### config.mk
export PLATFORM = sky130hd
export DESIGN_NAME = btn_debounce_flat
export DESIGN_NICKNAME = d
export VERILOG_FILES = /design/src/rtl/btn_debounce_pkg.sv /design/src/rtl/btn_debounce_if.sv /design/src/rtl/debounce_chan.sv /design/src/rtl/btn_debounce.sv /design/src/flat_wrapper.sv
export SDC_FILE = /design/constraint.sdc
export NUM_CORES = 1
export LEC_CHECK = 0
export BUFFER_PORTS_ARGS = -buffer_cell sky130_fd_sc_hd__buf_2
export CAP_MARGIN = 20
export CORE_MARGIN = 5
export CORE_UTILIZATION = 59
export CTS_CLUSTER_DIAMETER = 120
export CTS_CLUSTER_SIZE = 8
export DETAILED_ROUTE_END_ITERATION = 7
export PLACE_DENSITY = 0.77
export SETUP_SLACK_MARGIN = 0.1
export SYNTH_ARGS = -nofsm -noshare
export SYNTH_HDL_FRONTEND = slang
export SYNTH_HIERARCHICAL = 1
export SYNTH_SLANG_ARGS = --single-unit
### constraint.sdc
create_clock -name CLK -period 1.75 [get_ports CLK]
set_input_delay 0.35 -clock CLK [delete_from_list [all_inputs] [get_ports CLK]]
set_output_delay 0.35 -clock CLK [all_outputs]
set_load 0.05 [all_outputs]
### src/rtl/btn_debounce_pkg.sv
// btn_debounce_pkg: shared board constants and debounce sizing helpers.
package btn_debounce_pkg;
    localparam int CLK_HZ = 12_000_000;
    localparam int DEBOUNCE_CYCLES_DEFAULT = 120_000;
    localparam int N_BTN_DEFAULT = 2;

    function automatic int cnt_w(input int cycles);
        return (cycles < 2) ? 1 : $clog2(cycles);
    endfunction
endpackage

### src/rtl/btn_debounce_if.sv
// btn_debounce_if: raw button pins in, debounced level and edge pulses out.
interface btn_debounce_if
    import btn_debounce_pkg::*;
#(
    parameter int N_BTN = N_BTN_DEFAULT
);
    logic [N_BTN-1:0] BTN_RAW;
    logic [N_BTN-1:0] BTN_LEVEL;
    logic [N_BTN-1:0] BTN_PRESS;
    logic [N_BTN-1:0] BTN_RELEASE;

    modport master (output BTN_RAW, input BTN_LEVEL, input BTN_PRESS, input BTN_RELEASE);
    modport slave  (input BTN_RAW, output BTN_LEVEL, output BTN_PRESS, output BTN_RELEASE);
endinterface

### src/rtl/debounce_chan.sv
// debounce_chan: one button -- two-flop synchronizer, stability counter, level and edge pulses.
module debounce_chan
    import btn_debounce_pkg::*;
#(
    parameter int DEBOUNCE_CYCLES = DEBOUNCE_CYCLES_DEFAULT
) (
    input  logic CLK,
    input  logic RST,
    input  logic raw,
    output logic level,
    output logic press,
    output logic rls
);
    localparam int CW = cnt_w(DEBOUNCE_CYCLES);
    localparam logic [CW-1:0] CNT_MAX = CW'(DEBOUNCE_CYCLES - 1);

    // Power-up values match reset so the block works with RST tied low.
    logic          sync1 = 1'b0;
    logic          sync2 = 1'b0;
    logic [CW-1:0] cnt   = '0;
    logic          lvl_q = 1'b0;
    logic          prs_q = 1'b0;
    logic          rls_q = 1'b0;

    always_ff @(posedge CLK) begin
        if (RST) begin
            sync1 <= 1'b0;
            sync2 <= 1'b0;
            cnt   <= '0;
            lvl_q <= 1'b0;
            prs_q <= 1'b0;
            rls_q <= 1'b0;
        end else begin
            sync1 <= raw;
            sync2 <= sync1;
            prs_q <= 1'b0;
            rls_q <= 1'b0;
            if (sync2 == lvl_q) begin
                cnt <= '0;
            end else if (cnt == CNT_MAX) begin
                cnt   <= '0;
                lvl_q <= sync2;
                prs_q <= sync2;
                rls_q <= ~sync2;
            end else begin
                cnt <= cnt + 1'b1;
            end
        end
    end

    assign level = lvl_q;
    assign press = prs_q;
    assign rls   = rls_q;
endmodule

### src/rtl/btn_debounce.sv
// btn_debounce: N_BTN independent debounce channels behind one interface port.
module btn_debounce
    import btn_debounce_pkg::*;
#(
    parameter int N_BTN           = N_BTN_DEFAULT,
    parameter int DEBOUNCE_CYCLES = DEBOUNCE_CYCLES_DEFAULT
) (
    input logic            CLK,
    input logic            RST,
    btn_debounce_if.slave  bus
);
    for (genvar i = 0; i < N_BTN; i++) begin : g_chan
        debounce_chan #(.DEBOUNCE_CYCLES(DEBOUNCE_CYCLES)) u_chan (
            .CLK   (CLK),
            .RST   (RST),
            .raw   (bus.BTN_RAW[i]),
            .level (bus.BTN_LEVEL[i]),
            .press (bus.BTN_PRESS[i]),
            .rls   (bus.BTN_RELEASE[i])
        );
    end
endmodule

### src/flat_wrapper.sv
// flat-port wrapper written by rule: the top's interface ports become plain ports
module btn_debounce_flat import btn_debounce_pkg::*;
#(
    parameter int N_BTN           = N_BTN_DEFAULT,
    parameter int DEBOUNCE_CYCLES = DEBOUNCE_CYCLES_DEFAULT
)
  (CLK, RST, bus_BTN_RAW, bus_BTN_LEVEL, bus_BTN_PRESS, bus_BTN_RELEASE);
  btn_debounce_if #(.N_BTN(N_BTN)) bus_i ();
  input logic CLK;
  input logic RST;
  input wire logic [$bits(bus_i.BTN_RAW)-1:0] bus_BTN_RAW;
  output wire logic [$bits(bus_i.BTN_LEVEL)-1:0] bus_BTN_LEVEL;
  output wire logic [$bits(bus_i.BTN_PRESS)-1:0] bus_BTN_PRESS;
  output wire logic [$bits(bus_i.BTN_RELEASE)-1:0] bus_BTN_RELEASE;
  assign bus_i.BTN_RAW = bus_BTN_RAW;
  assign bus_BTN_LEVEL = bus_i.BTN_LEVEL;
  assign bus_BTN_PRESS = bus_i.BTN_PRESS;
  assign bus_BTN_RELEASE = bus_i.BTN_RELEASE;
  btn_debounce #(.N_BTN(N_BTN), .DEBOUNCE_CYCLES(DEBOUNCE_CYCLES)) u_core (.CLK(CLK), .RST(RST), .bus(bus_i));
endmodule
* Yosys cells after proc, flatten, opt, wreduce, memory -nomap -nowiden *
Cells that the tools add are included.
Widths: inputs -> output; s select.

word-level totals
  input port bits = 4
  output and inout port bits = 6
  register bits = 44

operators by class
  $add $sub $neg = 2
  eq/ne operators = 4
  reductions and logical operators = 6
  bitwise operators = 6

operators with widths
  cell                   number
  $add 17x1->17 const B  2
  $eq 17x17->1 const B   2
  $reduce_or 3->1        4
  $not 1->1              6
  $reduce_and 2->1       2
  $eq 1x1->1             2

* Logic depth before layout (Yosys ltp) *
Gate-level depths: netlist (run 1).

  depth after elaboration = 3
  depth in mapped cells = 6
  depth with buffers taken out = 5

* By module *
The synthesis (run 1) kept the hierarchy.

modules (own cells, without submodules)
  module                                   cells an instance  instances  seq. area each (um^2)  area each (um^2)
  debounce_chan (u_core.g_chan[0].u_chan)  102                1          440.4                  979.7
  debounce_chan (u_core.g_chan[1].u_chan)  103                1          440.4                  935.9

* Worst setup path after synthesis (run 1) *
No wires, ideal clock.

  kind = register -> register
  start = register u_core.g_chan[0].u_chan.cnt[0]
  end = register u_core.g_chan[0].u_chan.cnt[14]
  stages on the path, launching flop included = 6
  setup slack = 0.161 ns
  period minus slack after synthesis = 1.589 ns
  data arrival time = 1.523 ns
  buffers on the path = 0
  setup time = 0.066 ns
  cells stage by stage = dfxtp_1 > ha_1 > nand3_1 > or2_4 > or3_1 > a21oi_2

between the ends
  word-level cells in the longest chain between the ends = 2

RTL lines
  element                                                line                 RTL
  from (decl)                                            debounce_chan.sv:20  logic [CW-1:0] cnt = '0;
  from (signal assigned)                                 debounce_chan.sv:46  cnt <= cnt + 1'b1;
  branches (longest 2 deep; another with $add 17x1->17)  --

Parallel ways; which one is timed is not known.
A chain may end at the register's enable or synchronous reset.

* Worst setup path after layout (run 1) *
  start = register u_core.g_chan[0].u_chan.cnt[2]
  end = register u_core.g_chan[0].u_chan.cnt[14]

Same word-level chain as after synthesis.

==> results of run 1 <==
[kinds of logic after synthesis]
logic type | after synthesis
adders and majority gates | 2
and+or+nand+nor | 113
AOI/OAI and AO/OA | 10
DFF | 44
buffers and inverters | 7
xor gates and xnor gates | 29
[registers in the layout, indices dropped and copies added, names as in the netlist]
signal,flops
u_core/g_chan.u_chan/cnt,34
u_core/g_chan.u_chan/press,2
u_core/g_chan.u_chan/rls,2
u_core/g_chan.u_chan/sync2,2
u_core/g_chan.u_chan/level,2
u_core/g_chan.u_chan/sync1,2
[worst max-delay path, cell delays in order (launching register included)]
cell,delay (ns)
dfxtp_1,0.50
nand4_4,0.19
or2_4,0.30
or3_1,0.36
a21oi_2,0.13
[through the flow]
step	power, W	hold slack [ns]	area (µm²)	cells	util
final	0.00170	0.213	2150	270	0.697
after global routing	0.00177	0.194	2150	270	0.697
after CTS	0.00172	0.195	2120	269	0.689
after detailed placement	0.00106	0.453	2030	261	0.660
after global placement	0.00106	0.420	2030	261	0.660
after floorplan	0.00105	0.414	1920	205	-
[synthesized netlist by cell type (all sizes together) (2+ instances only)]
library cell	number	area [µm²]
a21oi	5	28.8
and3	5	32.5
and4	2	18.8
buf	2	22.5
dfxtp	44	881
ha	2	25.0
inv	5	18.8
nand2	8	30.0
nand2b	4	25.0
nand3	14	82.6
nand4	13	96.3
nor2	34	153
nor2b	4	25.0
nor3	12	60.1
nor4	9	56.3
o21ai	5	32.5
or2	3	23.8
or3	2	12.5
xnor2	22	193
xor2	7	61.3
[routing by layer]
metal / GRT usage / part of all wire
met3: 0.0590 / 0.032
met2: 0.325 / 0.52
met4: 0.0759 / 0.017
met5: 0 / 0
met1: 0.202 / 0.43
[report_power, final]
part | leakage, nW | switching (W) | internal, W | total (W)
registers | 0.356 | 0.00000344 | 0.00101 | 0.00101
clock network | 0.0484 | 0.000322 | 0.000342 | 0.000665
logic | 0.246 | 0.0000160 | 0.0000104 | 0.0000264
total | 0.651 | 0.000342 | 0.00136 | 0.00170
[layout make-up]
type,instances,area (µm²)
repair buffers,15,90.1
clock inverters,2,38.8
multi-input cells,154,1010
clock buffers,6,51.3
inverters,5,18.8
well taps,44,55.1
fillers,243,932
flip-flops and latches,44,883
[cells in the final DEF, fill, tap and decap left out, types with 5 or more instances in the layout]
| cell | instances |
|---|---|
| xnor2_1 | 22 |
| buf_2 | 9 |
| nor2_1 | 24 |
| nand4_1 | 12 |
| nand2_1 | 8 |
| nand3_1 | 13 |
| buf_4 | 6 |
| xor2_1 | 7 |
| inv_1 | 5 |
| dfxtp_1 | 42 |
| nor4_1 | 7 |
| clkbuf_4 | 5 |
| nor2_2 | 10 |
| nor3_1 | 12 |
[worst paths after layout]
check                                               startpoint                               to  slack [ns]  cells past startpoint
worst max-delay path            u_core/g_chan[0].u_chan/cnt[2]  u_core/g_chan[0].u_chan/cnt[14]        0.22                      4
worst min-delay path                            bus_BTN_RAW[1]    u_core/g_chan[1].u_chan/sync1        0.21                      2
worst max register to register  u_core/g_chan[0].u_chan/cnt[2]  u_core/g_chan[0].u_chan/cnt[14]        0.22                      4
worst min register to register  u_core/g_chan[1].u_chan/cnt[0]   u_core/g_chan[1].u_chan/cnt[0]        0.46                      1
[repair_timing]
action	4_1_cts	5_1_grt
gates resized for setup	0	5
setup endpoints to repair	0	6
buffers inserted	0	1
==> impl_metrics.json, run 1 <==
{
  "max_freq_mhz": 652,
  "yosysWarnings": 6,
  "place_ws_ns": 0.191,
  "grt_pass1_wl_um": 6230,
  "rsz0062_at_grt": "no",
  "crit_type": "flip-flop to flip-flop",
  "hp-class": "input port to flip-flop",
  "clockBufferDepth": 2,
  "cts-hold-fix-buffers": 0,
  "power.density_mw_per_mm2": 793,
  "drt_iter0_markers": 143,
  "synth_mux_area_frac": 0,
  "grt_max_degree": 17,
  "status": "finished, final reports clean",
  "tritoncts": "yes",
  "layout.nets": 231,
  "syn-cell-area_mm2": 0.00192,
  "slew_viol_final": 0,
  "synthXorXnorAreaFrac": 0.133,
  "clock-root-buffer": "clkbuf_4",
  "fin_ws_ns": 0.215,
  "synth_top_family_by_area": "simple AND/OR/NAND/NOR gates",
  "grt_pass1_vias": 1445,
  "ant_nets": 0,
  "clkTransAtPathRegs_ns": 0.12,
  "dieArea_mm2": 0.00449,
  "clock_skew_ns": 0.0116,
  "period_minus_slack_ns": 1.53,
  "drive_above_1_share": 0.217,
  "final-setup-viol-count": 0,
  "synth.net_count": 211,
  "worstSetupStartpointType": "flip-flop",
  "postSynthAreaPerCell_um2": 9.34,
  "die_h_um": 67.0,
  "arrival_ns": 1.83,
  "start_util": 0.622,
  "hold_viol": 0,
  "antenna_found_initial": 0,
  "postSynthCellCount": 205,
  "ys_types": 31,
  "synthAdderAreaFrac": 0.0131,
  "gp_congestion": 0.863,
  "cts_made_buffers": 5,
  "diodes": 0,
  "min_period_over_period": 0.877,
  "drc_errors": 0,
  "core_area_mm2": 0.00308,
  "cp.required_ns": 2.05,
  "cp_max_fo": 8,
  "vias_per_cell": 5.50,
  "totalWireLength_um": 3690,
  "grt_overflow": 0,
  "yosys.area_share.simple": 0.341,
  "ys_ff_latch": 44,
  "synth_compound_area_frac": 0.0320,
  "ir_drop_v": 0.000571,
  "synth_edf_count": 0,
  "ys_seq_area_frac": 0.460,
  "via_count": 1486,
  "cts.sinks": 44,
  "cts_max_level": 2,
  "rows": 20,
  "clk_latency_ns": 0.36,
  "endpoint_kind": "flip-flop",
  "io_pins": 10,
  "async_flop_share": 0,
  "firstDrtPassIters": 4,
  "wl_per_cell_um": 13.7,
  "worst_slew_pin_slew_ns": 0.387,
  "portBuffers": 9,
  "maxSlewHeadroom": 0.739,
  "groute.usage.overall": 0.184,
  "die_w_um": 67.0,
  "finalSetupTns_ns": 0,
  "power.leakage_nw": 0.651,
  "syn2layout_area_growth_pct": 12.0,
  "dp_hpwl_um": 2620,
  "cap_viol_max_count": 0,
  "synth_top_flop_cell": "dfxtp_1"
}
No activity file was read; power rests on OpenSTA's default activity.
==> run 2: changes to the inputs <==
--- a/config.mk
+++ b/config.mk
@@ -8,12 +8,11 @@
 export BUFFER_PORTS_ARGS = -buffer_cell sky130_fd_sc_hd__buf_2
 export CAP_MARGIN = 20
 export CORE_MARGIN = 5
-export CORE_UTILIZATION = 59
+export CORE_UTILIZATION = 53
 export CTS_CLUSTER_DIAMETER = 120
 export CTS_CLUSTER_SIZE = 8
 export DETAILED_ROUTE_END_ITERATION = 7
-export PLACE_DENSITY = 0.77
-export SETUP_SLACK_MARGIN = 0.1
+export PLACE_DENSITY = 0.73
 export SYNTH_ARGS = -nofsm -noshare
 export SYNTH_HDL_FRONTEND = slang
 export SYNTH_HIERARCHICAL = 1
==> constraint.sdc (replaced) <==
create_clock -name CLK -period 1.4 [get_ports CLK]
set_input_delay 0.28 -clock CLK [delete_from_list [all_inputs] [get_ports CLK]]
set_output_delay 0.28 -clock CLK [all_outputs]
set_load 0.05 [all_outputs]
==> impl_metrics.json, run 2 (synthesis gave the netlist of run 1 again) <==
{
  "status": "complete, but fails checks",
  "violations": "negative setup slack",
  "maxSlewHeadroom": 0.756,
  "die_w_um": 70.1,
  "cap_viol_max_count": 0,
  "hp-start": "bus_BTN_RAW[1]",
  "final-setup-viol-count": 20,
  "cp_max_fo": 16,
  "grt_max_degree": 17,
  "max_stage_delay_ns": 0.44,
  "largest_register_ffs": 34,
  "dieArea_mm2": 0.00492,
  "clockBufferDepth": 2,
  "layout.nets": 256,
  "r2r_start": "u_core/g_chan[0].u_chan/cnt[5]",
  "tritoncts": "yes",
  "rows": 21,
  "r2r_setup_slack_ns": -0.06,
  "layout_common_cells": "buf_4, dfxtp_1, nor2_1, xnor2_1, dfxtp_2",
  "stdcell_count": 297,
  "drt_iter0_markers": 81,
  "crit_type": "flip-flop to flip-flop",
  "clock-root-buffer": "clkbuf_4",
  "totalWireLength_um": 4250,
  "drc_errors": 0,
  "io_pins": 10,
  "hp-class": "input port to flip-flop",
  "via_count": 1643,
  "wl_per_cell_um": 14.3,
  "groute.usage.overall": 0.185,
  "cts.sinks": 44,
  "rsz0062_at_grt": "yes",
  "ant_nets": 0,
  "finalSetupTns_ns": -0.682,
  "clock_skew_ns": 0.0191,
  "grt_pass1_wl_um": 7290,
  "dp.cells": 285,
  "grt_overflow": 0,
  "cpMaxStageDelayCell": "dfxtp_1",
  "final_util": 0.734,
  "slew_viol_final": 0,
  "r2r_cells": 5,
  "cp-startpoint": "u_core/g_chan[0].u_chan/cnt[5]",
  "clkTransAtPathRegs_ns": 0.14,
  "grt_pass1_vias": 1624,
  "layout_commonest_cell": "buf_4",
  "dp_hpwl_um": 2890,
  "power.leakage_nw": 0.799,
  "gp_congestion": 0.939,
  "worstSetupStartpointType": "flip-flop",
  "clk_latency_ns": 0.36,
  "cp.required_ns": 1.65,
  "syn2layout_area_growth_pct": 31.0,
  "largest_register": "u_core/g_chan.u_chan/cnt",
  "hold_depth": 2,
  "worst_slew_pin_slew_ns": 0.363,
  "vias_per_cell": 5.53,
  "drive_above_1_share": 0.414,
  "antenna_found_initial": 0,
  "max_freq_mhz": 687,
  "die_h_um": 70.1,
  "nFillCells": 232,
  "hold_viol": 0,
  "arrival_ns": 1.70,
  "critical_path.cell_chain": "and4_2, nand3_1, o21ai_4, buf_12, nor2_1",
  "min_to": "u_core/g_chan[1].u_chan/sync1",
  "diodes": 0,
  "cts-hold-fix-buffers": 0,
  "start_util": 0.561,
  "cts_max_level": 2,
  "power.density_mw_per_mm2": 779,
  "ir_drop_v": 0.000402,
  "fin_ws_ns": -0.0562,
  "firstDrtPassIters": 5,
  "portBuffers": 9,
  "min_period_over_period": 1.04,
  "r2r-end": "u_core/g_chan[0].u_chan/cnt[4]",
  "endpoint_kind": "flip-flop",
  "period_minus_slack_ns": 1.46,
  "power_w": 0.00195,
  "cts_made_buffers": 5,
  "core_area_mm2": 0.00342
}
-- run 2: cell count changes in the layout (fill, tap and decap cells not counted), moves of 4 or more --
cell,delta
buf_4,+20
dfxtp_4,+4
dfxtp_1,-17
nor4_1,-4
nor4_2,+4
dfxtp_2,+13
-- run 2: through the flow --
stage                     hold slack [ns]  worst slack [ns]  cell area [µm²]
after floorplan                     0.342           -0.0122             1980
after global placement              0.431           0.00390             2300
after detailed placement            0.435           -0.0571             2300
after CTS                           0.125           -0.0503             2430
after global routing                0.119            -0.146             2510
final                               0.132           -0.0562             2510
-- run 2: how the worst max path moves through the flow --
stage | to | slack [ns] | cells past startpoint
6_report | u_core/g_chan[0].u_chan/cnt[4] | -0.06 | 5
5_1_grt | u_core/g_chan[0].u_chan/cnt[2] | -0.15 | 5
2_1_floorplan | u_core/g_chan[0].u_chan/cnt[9] | -0.01 | 5
4_1_cts | u_core/g_chan[0].u_chan/cnt[3] | -0.05 | 5
3_3_place_gp | u_core/g_chan[0].u_chan/cnt[14] | 0.004 | 5
3_5_place_dp | u_core/g_chan[0].u_chan/cnt[4] | -0.06 | 5
-- run 2: metal layers --
layer	share of wire	track usage	vias to the layer above	wire length, µm
li1	-	-	807	-
met1	0.44	0.233	795	1870
met2	0.50	0.295	37	2140
met3	0.044	0.0603	4	188
met4	0.010	0.0702	0	43
met5	0	0	-	0
-- run 2: final cells by class --
cell class	count	area [µm²]	area share
clock inverter	2	15.0	0.00599
inverter	5	18.8	0.00748
tap	46	57.6	0.0229
multi-input combinational	154	1130	0.450
sequential	44	915	0.365
clock buffer	6	51.3	0.0204
timing repair buffer	40	323	0.129
-- run 2: critical path, delay by kind of cell (launching register included) --
kind	cells	cell delay, ns
compound gates	1	0.22
flops	1	0.44
buf+inv	1	0.17
simple gates	3	0.51
-- run 2: where the power goes --
part | total [W] | switching [W] | internal (W)
registers | 0.00126 | 0.00000414 | 0.00125
logic | 0.0000439 | 0.0000232 | 0.0000207
clock network | 0.000654 | 0.000410 | 0.000244
total | 0.00195 | 0.000437 | 0.00152
-- run 2: what timing repair did --
action                                  4_1_cts  5_1_grt
setup buffers                                 2        2
endpoints found under the setup margin       21       34
resized for setup                            14       17
pin swaps                                     3        7
